$ cat src/rtl/norm_apply_unit_pkg.sv
// Shared types and helpers for the normalisation apply unit: FSM state
// encoding, default geometry and the output saturation helper.
package norm_apply_unit_pkg;

    typedef enum logic [1:0] {
        ST_IDLE  = 2'd0,
        ST_RUN   = 2'd1,
        ST_DRAIN = 2'd2
    } state_e;

    localparam int DEF_D    = 4;
    localparam int DEF_DW   = 8;
    localparam int DEF_RS_W = 8;
    localparam int DEF_GF   = 6;

    // Clamp a wide signed value into the range of a dw-bit signed number.
    function automatic logic signed [63:0] sat_to_dw(input logic signed [63:0] v,
                                                     input int dw);
        logic signed [63:0] hi;
        logic signed [63:0] lo;
        hi = (64'sd1 <<< (dw - 1)) - 64'sd1;
        lo = -hi - 64'sd1;
        if (v > hi) begin
            return hi;
        end
        if (v < lo) begin
            return lo;
        end
        return v;
    endfunction

endpackage

$ cat src/rtl/norm_apply_unit_if.sv
// Operand/result bundle for norm_apply_unit. The unit sits on the slave side;
// whoever supplies vectors and consumes elements uses the master side.
interface norm_apply_unit_if
    import norm_apply_unit_pkg::*;
#(
    parameter int D      = DEF_D,
    parameter int DW     = DEF_DW,
    parameter int ACC1_W = DW + $clog2(D),
    parameter int RS_W   = DEF_RS_W
);
    localparam int IDX_W = (D > 1) ? $clog2(D) : 1;

    logic                     start;
    logic [D-1:0][DW-1:0]     x;
    logic signed [ACC1_W-1:0] mean;
    logic [RS_W-1:0]          rsqrt;
    logic [D-1:0][DW-1:0]     gamma;
    logic [D-1:0][DW-1:0]     beta;
    logic                     out_ready;

    logic signed [DW-1:0]     y;
    logic [IDX_W-1:0]         y_idx;
    logic                     out_valid;
    logic                     y_last;
    logic                     busy;
    logic                     done;

    modport master (
        output start, x, mean, rsqrt, gamma, beta, out_ready,
        input  y, y_idx, out_valid, y_last, busy, done
    );

    modport slave (
        input  start, x, mean, rsqrt, gamma, beta, out_ready,
        output y, y_idx, out_valid, y_last, busy, done
    );

endinterface

$ cat src/rtl/norm_apply_unit_dp.sv
// Combinational per-element datapath: scale a centred value by rsqrt and
// gamma with round-half-up shifts, add beta and saturate to DW bits.
module norm_apply_dp
    import norm_apply_unit_pkg::*;
#(
    parameter int DW     = DEF_DW,
    parameter int ACC1_W = DW + $clog2(DEF_D),
    parameter int RS_W   = DEF_RS_W,
    parameter int GF     = DEF_GF
) (
    input  logic signed [ACC1_W:0]  d_i,
    input  logic        [RS_W-1:0]  rsqrt_i,
    input  logic signed [DW-1:0]    gamma_i,
    input  logic signed [DW-1:0]    beta_i,
    output logic signed [DW-1:0]    y_o
);
    // Widths leave headroom for the product plus the rounding constant.
    localparam int DIFF_W  = ACC1_W + 1;
    localparam int PROD1_W = DIFF_W + RS_W + 2;
    localparam int PROD2_W = PROD1_W + DW + 1;
    localparam int SUM_W   = PROD2_W + 1;

    localparam logic signed [PROD1_W-1:0] RND1 = PROD1_W'(64'sd1 <<< (RS_W - 1));
    localparam logic signed [PROD2_W-1:0] RND2 = PROD2_W'(64'sd1 <<< (GF - 1));

    logic signed [PROD1_W-1:0] d_ext;
    logic signed [PROD1_W-1:0] r_ext;
    logic signed [PROD1_W-1:0] prod1;
    logic signed [PROD1_W-1:0] p;
    logic signed [PROD2_W-1:0] p_ext;
    logic signed [PROD2_W-1:0] g_ext;
    logic signed [PROD2_W-1:0] prod2;
    logic signed [PROD2_W-1:0] q;
    logic signed [SUM_W-1:0]   s;

    assign d_ext = PROD1_W'(d_i);
    assign r_ext = PROD1_W'({1'b0, rsqrt_i});
    assign prod1 = d_ext * r_ext + RND1;
    assign p     = prod1 >>> RS_W;

    assign p_ext = PROD2_W'(p);
    assign g_ext = PROD2_W'(gamma_i);
    assign prod2 = p_ext * g_ext + RND2;
    assign q     = prod2 >>> GF;

    assign s   = SUM_W'(q) + SUM_W'(beta_i);
    assign y_o = DW'(sat_to_dw(64'(s), DW));

endmodule

$ cat src/rtl/norm_apply_unit.sv
// Captures one vector with its statistics and affine parameters, then streams
// the normalised elements out one per handshake, in index order.
module norm_apply_unit
    import norm_apply_unit_pkg::*;
#(
    parameter int D      = DEF_D,
    parameter int DW     = DEF_DW,
    parameter int ACC1_W = DW + $clog2(D),
    parameter int RS_W   = DEF_RS_W,
    parameter int GF     = DEF_GF
) (
    input  logic            clk,
    input  logic            rst,
    norm_apply_unit_if.slave bus
);
    localparam int IDX_W  = (D > 1) ? $clog2(D) : 1;
    localparam int DIFF_W = ACC1_W + 1;
    localparam logic [IDX_W-1:0] LAST_IDX = IDX_W'(D - 1);

    state_e state_q, state_d;

    logic [DW-1:0]            x_q     [D];
    logic [DW-1:0]            gamma_q [D];
    logic [DW-1:0]            beta_q  [D];
    logic signed [ACC1_W-1:0] mean_q;
    logic [RS_W-1:0]          rsqrt_q;
    logic [IDX_W-1:0]         load_idx_q;

    logic signed [DW-1:0]     y_q;
    logic [IDX_W-1:0]         y_idx_q;
    logic                     out_valid_q;
    logic                     y_last_q;
    logic                     done_q;

    logic                     handshake;
    logic                     capture;
    logic                     load_en;
    logic                     last_hs;
    logic signed [DIFF_W-1:0] diff;
    logic signed [DW-1:0]     dp_y;

    assign handshake = out_valid_q && bus.out_ready;

    always_ff @(posedge clk) begin
        if (rst) begin
            state_q <= ST_IDLE;
        end else begin
            state_q <= state_d;
        end
    end

    // RUN keeps loading while the output register is empty or being drained.
    always_comb begin
        state_d = state_q;
        capture = 1'b0;
        load_en = 1'b0;
        last_hs = 1'b0;
        case (state_q)
            ST_IDLE: begin
                if (bus.start) begin
                    capture = 1'b1;
                    state_d = ST_RUN;
                end
            end
            ST_RUN: begin
                if (!out_valid_q || handshake) begin
                    load_en = 1'b1;
                    if (load_idx_q == LAST_IDX) begin
                        state_d = ST_DRAIN;
                    end
                end
            end
            ST_DRAIN: begin
                if (handshake) begin
                    last_hs = 1'b1;
                    state_d = ST_IDLE;
                end
            end
            default: state_d = ST_IDLE;
        endcase
    end

    always_comb begin
        bus.busy      = (state_q != ST_IDLE);
        bus.y         = y_q;
        bus.y_idx     = y_idx_q;
        bus.out_valid = out_valid_q;
        bus.y_last    = y_last_q;
        bus.done      = done_q;
    end

    assign diff = DIFF_W'($signed(x_q[load_idx_q])) - DIFF_W'(mean_q);

    norm_apply_dp #(
        .DW     (DW),
        .ACC1_W (ACC1_W),
        .RS_W   (RS_W),
        .GF     (GF)
    ) u_dp (
        .d_i     (diff),
        .rsqrt_i (rsqrt_q),
        .gamma_i (gamma_q[load_idx_q]),
        .beta_i  (beta_q[load_idx_q]),
        .y_o     (dp_y)
    );

    always_ff @(posedge clk) begin
        if (rst) begin
            for (int i = 0; i < D; i++) begin
                x_q[i]     <= '0;
                gamma_q[i] <= '0;
                beta_q[i]  <= '0;
            end
            mean_q      <= '0;
            rsqrt_q     <= '0;
            load_idx_q  <= '0;
            y_q         <= '0;
            y_idx_q     <= '0;
            out_valid_q <= 1'b0;
            y_last_q    <= 1'b0;
            done_q      <= 1'b0;
        end else begin
            done_q <= last_hs;
            if (capture) begin
                for (int i = 0; i < D; i++) begin
                    x_q[i]     <= bus.x[i];
                    gamma_q[i] <= bus.gamma[i];
                    beta_q[i]  <= bus.beta[i];
                end
                mean_q     <= bus.mean;
                rsqrt_q    <= bus.rsqrt;
                load_idx_q <= '0;
            end
            if (load_en) begin
                y_q         <= dp_y;
                y_idx_q     <= load_idx_q;
                y_last_q    <= (load_idx_q == LAST_IDX);
                out_valid_q <= 1'b1;
                load_idx_q  <= load_idx_q + IDX_W'(1);
            end else if (last_hs) begin
                out_valid_q <= 1'b0;
            end
        end
    end

endmodule

$ cat src/flat_wrapper.sv
// flat-port wrapper written by rule: the top's interface ports become plain ports
module norm_apply_unit_flat import norm_apply_unit_pkg::*;
#(
    parameter int D      = DEF_D,
    parameter int DW     = DEF_DW,
    parameter int ACC1_W = DW + $clog2(D),
    parameter int RS_W   = DEF_RS_W,
    parameter int GF     = DEF_GF
)
  (clk, rst, bus_start, bus_x, bus_mean, bus_rsqrt, bus_gamma, bus_beta, bus_out_ready, bus_y, bus_y_idx, bus_out_valid, bus_y_last, bus_busy, bus_done);
  norm_apply_unit_if #(.D(D), .DW(DW), .ACC1_W(ACC1_W), .RS_W(RS_W)) bus_i ();
  input  logic clk;
  input  logic rst;
  input wire logic [$bits(bus_i.start)-1:0] bus_start;
  input wire logic [$bits(bus_i.x)-1:0] bus_x;
  input wire logic [$bits(bus_i.mean)-1:0] bus_mean;
  input wire logic [$bits(bus_i.rsqrt)-1:0] bus_rsqrt;
  input wire logic [$bits(bus_i.gamma)-1:0] bus_gamma;
  input wire logic [$bits(bus_i.beta)-1:0] bus_beta;
  input wire logic [$bits(bus_i.out_ready)-1:0] bus_out_ready;
  output wire logic [$bits(bus_i.y)-1:0] bus_y;
  output wire logic [$bits(bus_i.y_idx)-1:0] bus_y_idx;
  output wire logic [$bits(bus_i.out_valid)-1:0] bus_out_valid;
  output wire logic [$bits(bus_i.y_last)-1:0] bus_y_last;
  output wire logic [$bits(bus_i.busy)-1:0] bus_busy;
  output wire logic [$bits(bus_i.done)-1:0] bus_done;
  assign bus_i.start = bus_start;
  assign bus_i.x = bus_x;
  assign bus_i.mean = bus_mean;
  assign bus_i.rsqrt = bus_rsqrt;
  assign bus_i.gamma = bus_gamma;
  assign bus_i.beta = bus_beta;
  assign bus_i.out_ready = bus_out_ready;
  assign bus_y = bus_i.y;
  assign bus_y_idx = bus_i.y_idx;
  assign bus_out_valid = bus_i.out_valid;
  assign bus_y_last = bus_i.y_last;
  assign bus_busy = bus_i.busy;
  assign bus_done = bus_i.done;
  norm_apply_unit #(.D(D), .DW(DW), .ACC1_W(ACC1_W), .RS_W(RS_W), .GF(GF)) u_core (.clk(clk), .rst(rst), .bus(bus_i));
endmodule
$ cat config.mk
export PLATFORM = sky130hd
export DESIGN_NAME = norm_apply_unit_flat
export DESIGN_NICKNAME = d
export VERILOG_FILES = /design/src/rtl/norm_apply_unit_pkg.sv /design/src/rtl/norm_apply_unit_if.sv /design/src/rtl/norm_apply_unit_dp.sv /design/src/rtl/norm_apply_unit.sv /design/src/flat_wrapper.sv
export SDC_FILE = /design/constraint.sdc
export NUM_CORES = 1
export LEC_CHECK = 0
export ABC_AREA = 1
export BUFFER_PORTS_ARGS = -buffer_cell sky130_fd_sc_hd__buf_2
export CORE_MARGIN = 2
export CORE_UTILIZATION = 60
export CTS_CLUSTER_SIZE = 40
export DETAILED_ROUTE_END_ITERATION = 10
export PLACE_DENSITY = 0.8
export SETUP_SLACK_MARGIN = 0.5
export SKIP_LAST_GASP = 1
export SLEW_MARGIN = 20
export SYNTH_ARGS = -nofsm -noshare
export SYNTH_HDL_FRONTEND = slang
export SYNTH_SLANG_ARGS = --single-unit
$ cat constraint.sdc
create_clock -name clk -period 14.2 [get_ports clk]
set_clock_uncertainty 0.15 [all_clocks]
set_input_delay 1.42 -clock clk [delete_from_list [all_inputs] [get_ports clk]]
set_output_delay 1.42 -clock clk [all_outputs]
set_load 0.02 [all_outputs]
==> impl_results.md, run 1 <==
* CP Capture Type: flip-flop
* Sequential-to-total area share from yosys stat at 0.249
* # DRC at 0
* Final period utilization at 0.884
* Mux cell area share after synthesis at 0
* Synth Instances at approximately 1800
* Detailed Routing Iterations Pass 1 at 5
* F_max at about 80 MHz
* RSZ-0062 raised after global routing: false
* Slew HR at 0.311
* Chip Width at 160 um
* Setup Viol. Count Final at 0
* Total GRT Usage at 0.285
* Net Count, Synth at 2222
* Synth area leader: fa_1
* Mean Syn Cell Area at about 8.0 um^2
* Area grow syn2layout at 11.2%
* Post-synthesis compound-gate area fraction at 0.0781
* Crit-path most repeated cell: nand2_1
* Hold_buf cts at 0
* Nets@finish at 2341
* Measured slew at the worst slew-check pin at a little over 1 ns
* TritonCTS Sinks at 133
* DP Cell Count at 2243
* DRT iter0 DRCs at 753
* Outcome: finished, final reports clean
* Number of diodes at 0
* Port bufs at 131
* Finished Layout Cells at 2278
* Post-synthesis register bit count at between 100 and 150
* Die Y at 160 um
* Cts bufs inserted at 17
* Routed Antenna Nets at 0
* Yosys cell types at 47
* Core Rows at 56
* Xor-xnor portion of the synthesized cell area at 0.0252
* Slowest cell on the critical path: fa_1
* Gr ovfl total at 0
* Setup tns final at 0 ns
* Tmin final at roughly 13 ns
* Most frequent cells in the layout: inv_1, nor2_1, nand2_1
* Max Cap Violations at 0
* CP Buf/Inv Count at 7
* Max Transition Viols Final at 0
* Die area at 25500 um^2
* Initial antenna violation count at 0
* Synth top area share at 0.222
* Top post-synthesis cells by area: fa_1, edfxtp_1, inv_1, ha_1, nor2_1
* Worst EP required at approximately 14 ns
* Most common cell after layout, fill and taps aside: inv_1
* H-tree Lvls at 4
* Post-Syn Area at 14500 um^2
* Via count at 12135
* Critical Path Max Stage Delay at 0.70 ns
* Crit-path max FO at 48
* Vias in the first global route at roughly 13000
* Critical path class: flip-flop to flip-flop
* Wirelength, routed at 34.7 mm
* Initial Util at 0.615
* Simple-gate share of the synthesized area at 0.204
* Hpwl dp at 27.5 mm
* Hold slack at 0.314 ns
* Vias/cell at 5.33
* Synth Warn # at 0
* Largest family of logic cells by synthesized area: adder cells
* Core area at 23600 um^2
* Ratio of cells with drive above 1 in the final layout at 0.124
* Final Wtd Congestion at 0.958
* Clk Latency, worst-skew pair at 0.43 ns
* Clock Path Buffers at 2
* Hold Vio Cnt, Final at 0
* Crit-path leading delay family: adder cells
* Adder-cell share of the synthesized area at 0.322
* Arrival time of the worst setup path at 12.69 ns
* Ports at 132
* First-pass GRT wire length at 59.3 mm
* CTS tree: done
* Avg WL per Cell at 15.2 um
* Root buf cell: clkbuf_16
* Startpoint Class: flip-flop
* Worst-path clk slew at 0.07 ns
* Hold crit path type: flip-flop to flip-flop
* Largest net degree at the start of global routing at between 100 and 150
## path summary, 6_finish.rpt
path / slack, ns / depth (start not counted) / startpoint / end
worst max register to register: 1.65 / 53 / flip-flop / u_core.bus.y[3]$_SDFFE_PP0P_
worst min-delay path: 0.31 / 2 / u_core.bus.y[7]$_SDFFE_PP0P_ / u_core.bus.y[7]$_SDFFE_PP0P_
worst max-delay path: 1.65 / 53 / flip-flop / u_core.bus.y[3]$_SDFFE_PP0P_
worst min register to register: 0.31 / 2 / u_core.bus.y[7]$_SDFFE_PP0P_ / u_core.bus.y[7]$_SDFFE_PP0P_
## worst register-to-register path, delay by kind of cell, from the launching register on
family	cells	cell delay, ns
flip-flops	1	0.45
XOR/XNOR	1	0.19
buffers and inverters	7	0.74
adder cells (fa/ha/maj)	13	6.01
AO/OA/AOI/OAI	13	2.54
AND/OR/NAND/NOR	19	2.31
## registers in the layout, summed over array words and instances (netlist names), named ones only
register,count
u_core.load_idx_q,2
u_core.bus.y_last,1
u_core.bus.y,8
u_core.bus.done,1
u_core.x_q,32
u_core.state_q,2
u_core.gamma_q,32
u_core.rsqrt_q,8
u_core.beta_q,32
u_core.mean_q,10
u_core.bus.out_valid,1
u_core.bus.y_idx,2
## through the flow
step	setup slack [ns]	util	area (um^2)
2_1_floorplan	2.66	-	14500
5_1_grt	0.571	0.684	16100
4_1_cts	0.955	0.682	16100
6_report	1.65	0.684	16100
3_5_place_dp	1.13	0.656	15500
3_3_place_gp	1.29	0.656	15500
## metal layers
| metal | routed length, um | vias to the layer above | global-route usage |
|---|---|---|---|
| met5 | 0 | - | 0 |
| met1 | 14300 | 5715 | 0.374 |
| li1 | - | 5843 | - |
| met2 | 16900 | 511 | 0.484 |
| met3 | 2580 | 66 | 0.0513 |
| met4 | 849 | 0 | 0.0872 |
## Yosys cell counts (all sizes together)
library cell and number:
xor2 27, o211ai 1, a32oi 7, o21bai 6
nor2 315, a32o 2, a22oi 1, nand2 296
a21oi 76, a21o 6, a211oi 1, nand3 61
inv 420, xnor2 14, a221oi 1, dfxtp 37
a31oi 1, o21ai 56, nor3 9, clkinv 4
nand4 7, buf 10, o2111ai 3, or2 25
fa 161, edfxtp 96, and2 4, o22ai 30
clkbuf 32, ha 116, nand3b 2
## area by class of cell
class / count / area (um^2)
timing repair inverter: 2 / 10.0
timing repair buffer: 140 / 739
multi-input combinational: 1228 / 9170
clock inverter: 15 / 179
sequential: 133 / 3620
inverter: 424 / 1600
clock buffer: 17 / 425
fill: 1917 / 7470
tap: 319 / 399
## cell families after synthesis
kind of cell               after synthesis
and+or+nand+nor                        719
buffers and inverters                  466
adders and majority gates              277
AOI/OAI and AO/OA                      191
DFF                                    133
xor gates and xnor gates                41
## timing repair
action                                  in CTS  in global routing
gates resized for setup                      0                  7
endpoints found under the setup margin       0                  8
setup buffers                                0                  1
Power of run 1 is not shown: default switching activity piles up to over one toggle a cycle in this logic, so the estimate is an artifact.
==> inputs of run 2 (changes only) <==
--- a/config.mk
+++ b/config.mk
@@ -8,13 +8,13 @@
 export ABC_AREA = 1
 export BUFFER_PORTS_ARGS = -buffer_cell sky130_fd_sc_hd__buf_2
 export CORE_MARGIN = 2
-export CORE_UTILIZATION = 60
+export CORE_UTILIZATION = 45
 export CTS_CLUSTER_SIZE = 40
 export DETAILED_ROUTE_END_ITERATION = 10
-export PLACE_DENSITY = 0.8
 export SETUP_SLACK_MARGIN = 0.5
 export SKIP_LAST_GASP = 1
 export SLEW_MARGIN = 20
 export SYNTH_ARGS = -nofsm -noshare
 export SYNTH_HDL_FRONTEND = slang
+export SYNTH_HIERARCHICAL = 1
 export SYNTH_SLANG_ARGS = --single-unit
==> run 2 against run 1 <==
Effect of this change: critical path depth stayed put; synthesized area is 2.8% higher; final area is 2.5% higher; critical endpoint is now u_core/bus.y[0]$_SDFFE_PP0P_.
==> impl_results.md, run 2 <==
* Synth area leader: fa_1
* Initial Util at 0.458 (-0.158)
* Max Cap Violations at 0 (unchanged)
* Cts bufs inserted at 17 (unchanged)
* Worst EP required at 14.36 ns (+0.02 ns)
* Max Transition Viols Final at 0 (unchanged)
* FILL cells at 3191 (+66%)
* R2r setup slk at 1.57 ns (-0.08 ns)
* Detailed Routing Iterations Pass 1 at 5 (unchanged)
* # DRC at 0 (unchanged)
* Most frequent cells in the layout: inv_1, nand2_1, nor2_1
* Wirelength, routed at 34.9 mm (+0.57%)
* Measured slew at the worst slew-check pin at 0.875 ns (-0.158 ns)
* Top post-synthesis cells by area: fa_1, edfxtp_1, inv_1, ha_1, nand2_1
* Vias/cell at 4.89 (-8.1%)
* Number of diodes at 0 (unchanged)
* RSZ-0062 raised after global routing: false
* Critical Path Max Stage Delay at 0.58 ns (-0.12 ns)
* First-pass GRT wire length at 59.5 mm (+0.24%)
* Ratio of cells with drive above 1 in the final layout at 0.116 (-0.00760)
* Crit-path leading delay family: adder cells
* CP Capture Type: flip-flop
* Setup tns final at 0 ns (unchanged)
* CTS tree: done
* Post-synth EDFFs at 96 (unchanged)
* Hpwl dp at 28.5 mm (+3.7%)
* Net Count, Synth at 2298 (+3.4%)
* Chip Width at 186 um (+17%)
* Clock Path Buffers at 2 (unchanged)
* DRT iter0 DRCs at 871 (+16%)
* Cells on worst reg2reg path at 53 (unchanged)
* Synth cell count leaders: inv_1, nand2_1, nor2_1
* Tmin final at 12.63 ns (+0.0839 ns)
* Via count at 12082 (-0.44%)
* Post-synthesis register bit count at 133 (unchanged)
* Gr ovfl total at 0 (unchanged)
* Design area at 16600 um^2 (+2.5%)
* Arrival time of the worst setup path at 12.79 ns (+0.10 ns)
* Crit-path max FO at 27 (-44%)
* H-tree Lvls at 4 (unchanged)
* Nets@finish at 2407 (+2.8%)
* CP Buf/Inv Count at 11 (+4)
* Setup Viol. Count Final at 0 (unchanged)
* TritonCTS Sinks at 133 (unchanged)
* Synth Instances at 1905 (+4.3%)
* Worst Setup EP: u_core/bus.y[0]$_SDFFE_PP0P_
* Outcome: finished, final reports clean
* Synth top area share at 0.219 (-0.00327)
* Yosys cell types at 47 (unchanged)
* Post-Syn Area at 14900 um^2 (+2.8%)
* Worst-path clk slew at 0.05 ns (-0.02 ns)
* Final Wtd Congestion at 0.897 (-6.4%)
* Hold crit path type: flip-flop to flip-flop
* Synth Warn # at 6 (+6)
* Final period utilization at 0.890 (+0.00591)
* RR Endpoint: u_core/bus.y[0]$_SDFFE_PP0P_
* DP Cell Count at 2436 (+8.6%)
* Clk Latency, worst-skew pair at 0.42 ns (about the same)
* Most frequent cell after synthesis: inv_1
* Sequential-to-total area share from yosys stat at 0.243 (-0.00669)
* Slew HR at 0.415 (+0.103)
* Die Y at 186 um (+17%)
* Port bufs at 131 (unchanged)
* Routed Antenna Nets at 0 (unchanged)
* Critical path class: flip-flop to flip-flop
* Largest net degree at the start of global routing at 70 (-33%)
* Startpoint Class: flip-flop
* Die area at 34600 um^2 (+36%)
* Root buf cell: clkbuf_16
* Largest regs: u_core/beta_q: 32 flops, u_core/gamma_q: 32 flops, u_core/x_q: 32 flops
* DP Area at 15900 um^2 (+2.9%)
* Hold_buf cts at 0 (unchanged)
* Initial antenna violation count at 0 (unchanged)
* CP Depth at 53 (unchanged)
* Slowest cell on the critical path: fa_1
* Area grow syn2layout at 10.9%
* Synth Flop Type: edfxtp_1
* F_max at 79.2 MHz (-0.66%)
* Total GRT Usage at 0.216 (-0.0694)
* Most common cell after layout, fill and taps aside: inv_1
* Finished Layout Cells at 2469 (+8.4%)
* Vias in the first global route at 12425 (-1.6%)
* Core area at 32600 um^2 (+38%)
* Avg WL per Cell at 14.1 um (-7.2%)
* Core Rows at 66 (+18%)
* Ys async rst share at 0 (unchanged)
* Post-CTS Setup Inserts at 0 (unchanged)
* Mean Syn Cell Area at 7.83 um^2 (-1.5%)
* Hold Vio Cnt, Final at 0 (unchanged)
* Ports at 132 (unchanged)
## run 2: cell types whose count changed in the layout (fill, tap and decap cells not counted), moves of 5 or more
| cell | delta |
|---|---|
| nand3_1 | +7 |
| nand2_1 | +48 |
| inv_1 | +36 |
| or2_2 | -22 |
| o21ai_0 | +27 |
| nand2_2 | +8 |
| clkinv_1 | +5 |
| inv_8 | -5 |
| xor2_1 | -7 |
| a32oi_1 | -6 |
| nand4_1 | +7 |
| nor2_2 | +6 |
| nor2_1 | -22 |
| a21oi_1 | -17 |
## run 2: per-stage QoR
stage	hold WS [ns]	setup slack [ns]	utilization
finish	0.311	1.57	0.507
global route	0.349	0.533	0.507
CTS	0.315	1.51	0.507
detailed placement	0.306	1.53	0.489
global placement	0.307	1.62	0.489
floorplan	0.298	3.23	-
## run 2: final cells by class
type	count	area, um^2	share of cell area
repair buffers	141	731	0.0441
repair inverters	1	5.00	0.000302
well taps	442	553	0.0334
multi-input cells	1256	9300	0.562
inverters	464	1750	0.105
flip-flops and latches	133	3620	0.219
clock inverters	11	158	0.00953
clock buffers	21	440	0.0266
## run 2: kinds of logic (layout without fill, tap and decap cells)
logic type	Yosys count	count (layout)	share of synthesized area
flops	133	133	0.243
xor+xnor	39	39	0.0272
simple gates	755	755	0.212
buf+inv	516	638	0.135
fa+ha+maj	275	275	0.313
compound gates	187	187	0.0704
## run 2: per-layer routing
layer / routed length [um] / track usage / vias up
met5: 0 / 0 / -
met1: 16600 / 0.300 / 5700
met3: 1790 / 0.0307 / 42
met2: 15900 / 0.356 / 333
met4: 575 / 0.0539 / 0
li1: - / - / 6007
## run 2: how the worst min path moves through the flow
| stage | startpoint | slack [ns] | cells after the start | endpoint |
|---|---|---|---|---|
| after detailed placement | u_core/bus.y_last$_SDFFE_PP0P_ | 0.31 | 2 | u_core/bus.y_last$_SDFFE_PP0P_ |
| after CTS | u_core/bus.y_last$_SDFFE_PP0P_ | 0.32 | 2 | u_core/bus.y_last$_SDFFE_PP0P_ |
| final | u_core/bus.y_last$_SDFFE_PP0P_ | 0.31 | 2 | u_core/bus.y_last$_SDFFE_PP0P_ |
| after global placement | u_core/bus.y_last$_SDFFE_PP0P_ | 0.31 | 2 | u_core/bus.y_last$_SDFFE_PP0P_ |
| after floorplan | u_core/rsqrt_q[1]$_SDFFE_PP0P_ | 0.30 | 2 | u_core/rsqrt_q[1]$_SDFFE_PP0P_ |
| after global routing | u_core/bus.y_last$_SDFFE_PP0P_ | 0.35 | 2 | u_core/bus.y_last$_SDFFE_PP0P_ |
## run 2: timing repair
item | 4_1_cts | 5_1_grt
setup endpoints to repair | 0 | 7
endpoints found under the hold margin | 0 | 0
gates resized for setup | 0 | 1
## run 2: tightest hold or removal path, stage by stage (launching register included)
cell	delay [ns]
dfxtp_1	0.30
nand2_1	0.06
a21oi_1	0.05
Power of run 2 is left out for the same reason.
